`src/rtl/systolic_pkg.sv`:
```
// Shared definitions for the systolic MAC array controller: array size, FSM states, pipeline latency.
// Latency: not applicable (types and constants only); backpressure: not applicable.
package systolic_pkg;

  localparam int systolic_size_c = 4;

  typedef enum logic [2:0] {
    ST_IDLE   = 3'd0,
    ST_CLEAR  = 3'd1,
    ST_LOAD_W = 3'd2,
    ST_STREAM = 3'd3,
    ST_DRAIN  = 3'd4,
    ST_DONE   = 3'd5
  } ctrl_state_t;

  // An activation entering the array edge needs 2*SIZE-1 advances to reach the output.
  function automatic int calc_lat(input int size);
    return 2 * size - 1;
  endfunction

endpackage

```
`src/rtl/mac_array_ctrl_perf.sv`:
```
// Saturating 32-bit busy and stall cycle counters for the MAC array controller.
// Latency: 1 cycle from event to count; backpressure: none, it only observes.
module mac_array_ctrl_perf (
  input  logic        clk,
  input  logic        rst_n,
  input  logic        clr_i,
  input  logic        busy_i,
  input  logic        stall_i,
  output logic [31:0] perf_busy_o,
  output logic [31:0] perf_stall_o
);

  always_ff @(posedge clk or negedge rst_n) begin
    if (!rst_n) begin
      perf_busy_o  <= '0;
      perf_stall_o <= '0;
    end else if (clr_i) begin
      perf_busy_o  <= '0;
      perf_stall_o <= '0;
    end else begin
      if (busy_i && perf_busy_o != '1)
        perf_busy_o <= perf_busy_o + 32'd1;
      if (stall_i && perf_stall_o != '1)
        perf_stall_o <= perf_stall_o + 32'd1;
    end
  end

endmodule

```
`src/rtl/mac_array_ctrl.sv`:
```
// Job sequencer for a SIZE x SIZE systolic MAC array (clear, weight load, stream, drain); MAC_ARRAY_CTRL_PERF_EN adds perf counters.
// Latency: first result 2*SIZE-1 advances after the first vector; backpressure: one output slot, the array stalls while it is full and unread.
module mac_array_ctrl
  import systolic_pkg::*;
#(
  parameter int SIZE  = systolic_size_c,
  parameter int CNT_W = 16
) (
  input  logic             clk,
  input  logic             rst_n,
  input  logic             start_i,
  input  logic [CNT_W-1:0] num_vec_i,
  output logic             busy_o,
  output logic             done_o,
  input  logic             w_valid_i,
  output logic             w_ready_o,
  input  logic             a_valid_i,
  output logic             a_ready_o,
  output logic             out_valid_o,
  input  logic             out_ready_i,
  output logic             arr_clr_o,
  output logic             arr_wload_o,
  output logic             arr_en_o,
  output logic             arr_bubble_o
`ifdef MAC_ARRAY_CTRL_PERF_EN
  ,
  output logic [31:0]      perf_busy_o,
  output logic [31:0]      perf_stall_o
`endif
);

  localparam int LAT   = calc_lat(SIZE);
  // Headroom so num_vec + LAT never wraps, even for the largest num_vec.
  localparam int ADV_W = CNT_W + $clog2(LAT + 1) + 1;
  localparam int WC_W  = $clog2(SIZE + 1);

  ctrl_state_t      state;
  logic [CNT_W-1:0] num_vec;
  logic [CNT_W-1:0] in_cnt;
  logic [CNT_W-1:0] out_cnt;
  logic [ADV_W-1:0] adv_cnt;
  logic [WC_W-1:0]  w_cnt;
  logic             out_valid;

  logic             can_adv;
  logic [ADV_W-1:0] adv_lim;
  logic             w_hs;
  logic             a_hs;
  logic             drain_adv;
  logic             adv;
  logic             out_hs;
  logic             last_w;
  logic             last_in;
  logic             last_out;

  assign can_adv   = !out_valid || out_ready_i;
  assign adv_lim   = ADV_W'(num_vec) + ADV_W'(LAT - 1);
  assign w_hs      = (state == ST_LOAD_W) && w_valid_i;
  assign a_hs      = (state == ST_STREAM) && a_valid_i && can_adv;
  assign drain_adv = (state == ST_DRAIN) && can_adv && (adv_cnt < adv_lim);
  assign adv       = a_hs || drain_adv;
  assign out_hs    = out_valid && out_ready_i;
  assign last_w    = (w_cnt == WC_W'(SIZE - 1));
  assign last_in   = (in_cnt == num_vec - CNT_W'(1));
  assign last_out  = (out_cnt == num_vec - CNT_W'(1));

  always_ff @(posedge clk or negedge rst_n) begin
    if (!rst_n) begin
      state     <= ST_IDLE;
      num_vec   <= '0;
      in_cnt    <= '0;
      out_cnt   <= '0;
      adv_cnt   <= '0;
      w_cnt     <= '0;
      out_valid <= 1'b0;
    end else begin
      case (state)
        ST_IDLE: begin
          if (start_i) begin
            num_vec <= num_vec_i;
            in_cnt  <= '0;
            out_cnt <= '0;
            adv_cnt <= '0;
            w_cnt   <= '0;
            state   <= (num_vec_i == '0) ? ST_DONE : ST_CLEAR;
          end
        end
        ST_CLEAR: state <= ST_LOAD_W;
        ST_LOAD_W: begin
          if (w_hs) begin
            w_cnt <= w_cnt + WC_W'(1);
            if (last_w)
              state <= ST_STREAM;
          end
        end
        ST_STREAM: begin
          if (a_hs) begin
            in_cnt <= in_cnt + CNT_W'(1);
            if (last_in)
              state <= ST_DRAIN;
          end
        end
        // The last result always follows the final advance, so only DRAIN can end the job.
        ST_DRAIN: begin
          if (out_hs && last_out)
            state <= ST_DONE;
        end
        ST_DONE: state <= ST_IDLE;
        default: state <= ST_IDLE;
      endcase

      if (adv)
        adv_cnt <= adv_cnt + ADV_W'(1);
      if (out_hs)
        out_cnt <= out_cnt + CNT_W'(1);

      if (adv && (adv_cnt >= ADV_W'(LAT - 1)))
        out_valid <= 1'b1;
      else if (out_hs)
        out_valid <= 1'b0;
    end
  end

  assign busy_o       = (state != ST_IDLE);
  assign done_o       = (state == ST_DONE);
  assign w_ready_o    = (state == ST_LOAD_W);
  assign arr_wload_o  = w_hs;
  assign a_ready_o    = (state == ST_STREAM) && can_adv;
  assign arr_en_o     = adv;
  assign arr_bubble_o = drain_adv;
  assign arr_clr_o    = (state == ST_CLEAR);
  assign out_valid_o  = out_valid;

`ifdef MAC_ARRAY_CTRL_PERF_EN
  logic perf_stall;
  logic perf_clr;

  assign perf_stall = ((state == ST_STREAM) || (state == ST_DRAIN)) && !can_adv;
  assign perf_clr   = (state == ST_IDLE) && start_i;

  mac_array_ctrl_perf u_perf (
    .clk          (clk),
    .rst_n        (rst_n),
    .clr_i        (perf_clr),
    .busy_i       (busy_o),
    .stall_i      (perf_stall),
    .perf_busy_o  (perf_busy_o),
    .perf_stall_o (perf_stall_o)
  );
`endif

endmodule

```
`config.mk`:
```
export PLATFORM = sky130hd
export DESIGN_NAME = mac_array_ctrl
export DESIGN_NICKNAME = d
export VERILOG_FILES = /design/src/rtl/systolic_pkg.sv /design/src/rtl/mac_array_ctrl_perf.sv /design/src/rtl/mac_array_ctrl.sv
export SDC_FILE = /design/constraint.sdc
export NUM_CORES = 1
export LEC_CHECK = 0
export ABC_CLOCK_PERIOD_IN_PS = 3600
export BUFFER_PORTS_ARGS = -buffer_cell sky130_fd_sc_hd__buf_4
export CAP_MARGIN = 40
export CORE_MARGIN = 2
export CORE_UTILIZATION = 50
export DETAILED_ROUTE_END_ITERATION = 7
export MAX_ROUTING_LAYER = met4
export PLACE_DENSITY = 0.75
export SYNTH_ARGS = -nofsm -noshare
export SYNTH_HDL_FRONTEND = slang
export SYNTH_HIERARCHICAL = 1
export SYNTH_SLANG_ARGS = --single-unit
```
`constraint.sdc`:
```
create_clock -name clk -period 3.6 [get_ports clk]
set_input_delay 0.54 -clock clk [delete_from_list [all_inputs] [get_ports clk]]
set_output_delay 0.54 -clock clk [all_outputs]
set_load 0.1 [all_outputs]
```
### Word-level counts from Yosys, hierarchy flattened

Index checks and enable logic that the tools add are counted.

* add/subtract/negate cells: 6
* reductions and logical operators: 28
* $lt $le $gt $ge: 2
* mux-type cells: 21
* equal/unequal tests: 14

Operators by type and width (count)
* two-way mux 16 bit: 4
* two-way mux 20 bit: 3
* adder 16 x 1 -> 16 bit, second input constant: 2
* equality test 16 bit: 2
* case mux 16 bit (2 select lines): 1
* two-way mux 3 bit: 9
* adder 20 x 1 -> 20 bit, second input constant: 1
* >= comparator 20 x 3 -> 1 bit, second input constant: 1
* less-than comparator 20 x 17 -> 1 bit: 1
* adder 16 x 3 -> 17 bit, second input constant: 1
* logical NOT 16 bit: 1
* subtractor 16 x 1 -> 16 bit, second input constant: 1
* case mux 3 bit (5 select lines): 1
* nonzero test 2 bit: 7
* equality test 3 x 2 -> 1 bit, second input constant: 3
* logical AND 1 bit: 9
* equality test 3 bit, second input constant: 2
* inequality test 2 x 1 -> 1 bit, second input constant: 3
* inequality test 2 bit, second input constant: 3
* case mux 3 bit (2 select lines): 1
* AND reduction 2 bit: 3
* AND reduction 3 bit: 2
* AND reduction 6 bit: 1
* adder 3 x 1 -> 3 bit, second input constant: 1
* 6 further kinds: 8

* input bits: 22
* output and inout port bits: 9
* register bits: 75

### Logic depth before layout (Yosys ltp)

* word-level depth: 7
* gate-level depth with buffers: 17
* gate-level depth less buffers: 14

### Worst setup path before layout

Ideal clock, no wire load.

* path kind: reg2out
* from: register num_vec[2]
* to: output arr_en_o
* path slack: -2.459 ns
* required time: 3.060 ns
* cell stages (with the launch flop): 16
* arrival: 5.519 ns
* buffers on the path: 3
* path through: dfrtp_1 -> clkbuf_1 -> inv_1 -> ha_1 -> nor2_1 -> nand2_1 -> xor2_1 -> ha_1 -> a21o_1 -> a21o_1 -> a21oi_1 -> nand4b_1 -> a31oi_1 -> nand2b_1 -> clkbuf_1 -> clkbuf_1

* cells in the longest elaborated chain, start to end: 4

RTL lines
* from (decl): RTL line mac_array_ctrl.sv:38 `logic [CNT_W-1:0] num_vec;`
* from (signal assigned): RTL line mac_array_ctrl.sv:80 `num_vec <= num_vec_i;`
* adder 16 x 3 -> 17 bit: RTL line mac_array_ctrl.sv:57 `assign adv_lim = ADV_W'(num_vec) + ADV_W'(LAT - 1);`
* less-than comparator 20 x 17 -> 1 bit: RTL line mac_array_ctrl.sv:60 `assign drain_adv = (state == ST_DRAIN) && can_adv && (adv_cnt < adv_lim);`
* logical AND 1 bit: RTL line mac_array_ctrl.sv:60
* net arr_bubble_o: RTL line mac_array_ctrl.sv:24 `output logic arr_bubble_o`
* logical OR 1 bit: RTL line mac_array_ctrl.sv:61 `assign adv = a_hs || drain_adv;`
* to (decl): RTL line mac_array_ctrl.sv:23 `output logic arr_en_o,`

The timed path passes the listed nets, and every way through them passes these cells.

### Worst setup path in the final report

* from: register num_vec[4]
* to: output arr_en_o

* cells in the longest elaborated chain, start to end: 4

RTL lines (RTL line)
* adder 16 x 3 -> 17 bit: mac_array_ctrl.sv:57
* less-than comparator 20 x 17 -> 1 bit: mac_array_ctrl.sv:60
* logical AND 1 bit: mac_array_ctrl.sv:60
* logical OR 1 bit: mac_array_ctrl.sv:61

Every way passes these cells.

==> flow_summary.yaml <==
timing:
  final.setup.tns_ns: 0
  timing.final.ws_setup_ns: 0.0679
  hold_viol_final: 0
  post-route-period-util_pct: 98.1
  max_clock_freq_mhz: 283
  grt_setup_unrepaired: "true"
  fin_worst_skew_ns: 0.0124
  final_setup_violation_count: 0
  max_slew.worst_pin.slew_ns: 0.695
  period_minus_slack_ns: 3.53
  worst_slew_margin_rel_pct: 53.2
  timing.final.max_slew_violations: 0
outcome:
  outcome: "completed"
floorplan:
  io_pins: 31
  core.rowCount: 37
  fp.dieW_um: 107
  fp.dieH_um: 107
  coreArea_um2: 10400
  die_area_um2: 11500
  floorplan.initialDensity_pct: 51.5
clock_network:
  clock_tree.buffer_depth: 2
  cts_root_buffer: "clkbuf_8"
  cts_num_sinks: 75
  clock_latency_ns: 0.38
  cts_tree: "yes"
  numCtsBuffers: 9
  maximum_level_of_the_cts_h_tree: 3
  cts.reportedPaths.clkPinSlew_ns: 0.08
worst_setup_path:
  worst-setup-path-type: "reg2out"
  cp_cell_sequence: "and3_4 -> nand3_4 -> a21oi_4 -> and3_1 -> xnor2_1 -> ha_1 -> a21o_1 -> a21oi_2 -> nand4b_1 -> a31oi_4 -> nand2b_4 -> buf_12"
  end_kind: "primary output"
  critPathLaunchType: "flop"
  cp.arrival_ns: 2.99
  critPathBufInv: 1
  worstPathMaxFanout: 4
  critPathRequiredTime_ns: 3.06
  slowest_stage: "dfrtp_1"
  timing.critical_path.slowest_cell_delay_ns: 0.36
  critical_path.top_delay_family: "simple AND/OR/NAND/NOR gates"
grt:
  grt_remaining_overflow: 0
  grt_first_pass_wirelength_mm: 23.7
  pin_count_of_the_biggest_net_entering_global_routing: 42
  grt_use_total_pct: 27.3
  antenna_violations_before_repair: 0
  first_global_vias: 4663
yosys:
  synthDominantCellAreaShare_pct: 35.1
  synth-edff-count: 0
  mappedNetlistArea_um2: 5340
  synth-async-reset-ratio_pct: 100
  synth_largest_area_cell: "dfrtp_1"
  synth_top_cells_by_area: "dfrtp_1 35%, nand2_1 6.7%, ha_1 5.9%, xnor2_1 5.1%, xor2_1 5.1%"
  synth.cells.most_frequent: "96 x nand2_1, 75 x dfrtp_1, 54 x nor2_1"
  synth.most_common_cell: "nand2_1"
  yosysWarningCount: 6
  count_of_distinct_cell_types_in_the_synthesized_netlist: 62
  synth_ff_type: "dfrtp_1"
  ys_ff_latch: 75
  seq_area_frac_synth_pct: 35.1
  postSynthAreaPerCell_um2: 8.37
  synth_cells: 638
  synth_fp_nets: 685
detailed_routing:
  vias_post_dr: 4890
  wirelength_mm: 14.3
  postRouteAntennaNets: 0
  detail_route.iter0.violations: 378
  routed_via_density: 6.07
  drcViolationCount: 0
  wl_per_cell_um: 17.7
  drt-pass1-iter-count: 5
cells_and_area:
  antennaDiodeCount: 0
  regArea_um2: 1880
  post_route_cells_drive_above_1_share_pct: 14.3
  design.final.nets: 712
  multiInputGateArea_um2: 3350
  syn2layout_area_growth_pct: 13.3
  n_fill_cell: 950
placed_design:
  dp_hpwl_mm: 10.6
  place_worst_setup_slack_ns: 0.168
  port_buffers: 30
  gp_congestion: 0.988
hold_path:
  min_path_type: "in2async"
power:
  power.leakage_nw: 2.70
  peakVddDrop_mv: 0.474
  power_density_nw_per_um2: 401
job:
  max_cap_violations: 0
logic make-up after synthesis:
kind of cell	after synthesis	share of synthesized area [%]
AO/OA/AOI/OAI	116	14.2
buffers and inverters	51	4.05
flip-flops	75	35.1
XOR/XNOR	64	10.9
adder cells (fa/ha/maj)	25	5.86
AND/OR/NAND/NOR	297	27.9
multiplexers	10	1.90
layer usage:
layer  vias up  wire length, um  share of wire, %  global-route usage, %
li1       2327                -                 -                      -
met1      2356             6270                44                   36.4
met2       171             6440                45                   39.4
met3        36             1110               7.8                   6.66
met4         0              456               3.2                   12.5
met5         -                0                 0                      -
state kept, by name (all words and copies together), names as in the netlist:
signal	cells
num_vec	16
in_cnt	16
adv_cnt	20
w_cnt	3
out_cnt	16
state	3
out_valid_o	1
worst paths after layout:
kind                       slack [ns]           from  depth (start not counted)     endpoint
setup reg to reg                 0.22     num_vec[4]                         16   adv_cnt[7]
hold / removal                   0.11          rst_n                          1  adv_cnt[19]
max in group asynchronous        2.90          rst_n                          2   out_cnt[7]
setup / recovery                 0.07     num_vec[4]                         12     arr_en_o
min in group clk                 0.36  num_vec_i[12]                          3  num_vec[12]
hold reg to reg                  0.51       w_cnt[2]                          2     w_cnt[2]
cell usage in the layout (no fill, tap or decap), types with 6 or more instances in the layout:
master    synthesis  final
or3_1             8      8
and3_1           22     20
inv_1            14     12
nor2_1           54     53
a221o_1           9      9
nand2_1          96     95
xnor2_1          31     31
dfrtp_1          75     75
buf_4             0     51
o21ai_0          44     44
ha_1             25     24
nand4_1          18     18
nand2b_1          7      6
xor2_1           31     30
mux2i_1           9      9
clkbuf_8          0     11
nand3_1          29     28
nor4_1           11     11
a21oi_1          18     16
nor3_1           14     12
layout make-up:
class / instances / share of cell area [%]
Sequential cell: 75 / 31.0
Timing Repair Buffer: 53 / 6.99
Tap cell: 136 / 2.81
Clock buffer: 14 / 2.69
Inverter: 14 / 0.869
Clock inverter: 2 / 0.165
Multi-Input combinational cell: 512 / 55.4
per-stage QoR:
stage                     util, %  std cells  power (mW)  hold slack (ns)  cell area, um^2
after floorplan                 -        638        1.62            0.244             5440
after global placement       55.4        783        1.77            0.463             5740
after detailed placement     55.6        784        1.81            0.503             5760
after CTS                    58.0        803        2.44            0.117             6010
after global routing         58.3        806        2.56            0.133             6050
final                        58.3        806        2.43            0.109             6050
report_power, final:
group / leakage [nW] / internal [mW] / switching (mW)
Clock: 0.0905 / 0.287 / 0.327
Combinational: 1.62 / 0.250 / 0.477
Sequential: 0.988 / 0.933 / 0.154
repair_timing:
action | 4_1_cts | 5_1_grt
setup endpoints to repair | 2 | 2
gates resized for setup | 13 | 3
buffers inserted | 3 | 3
pin swaps | 3 | 10
hold buffers | 0 | 0
No activity file was read; power rests on OpenSTA's default activity.
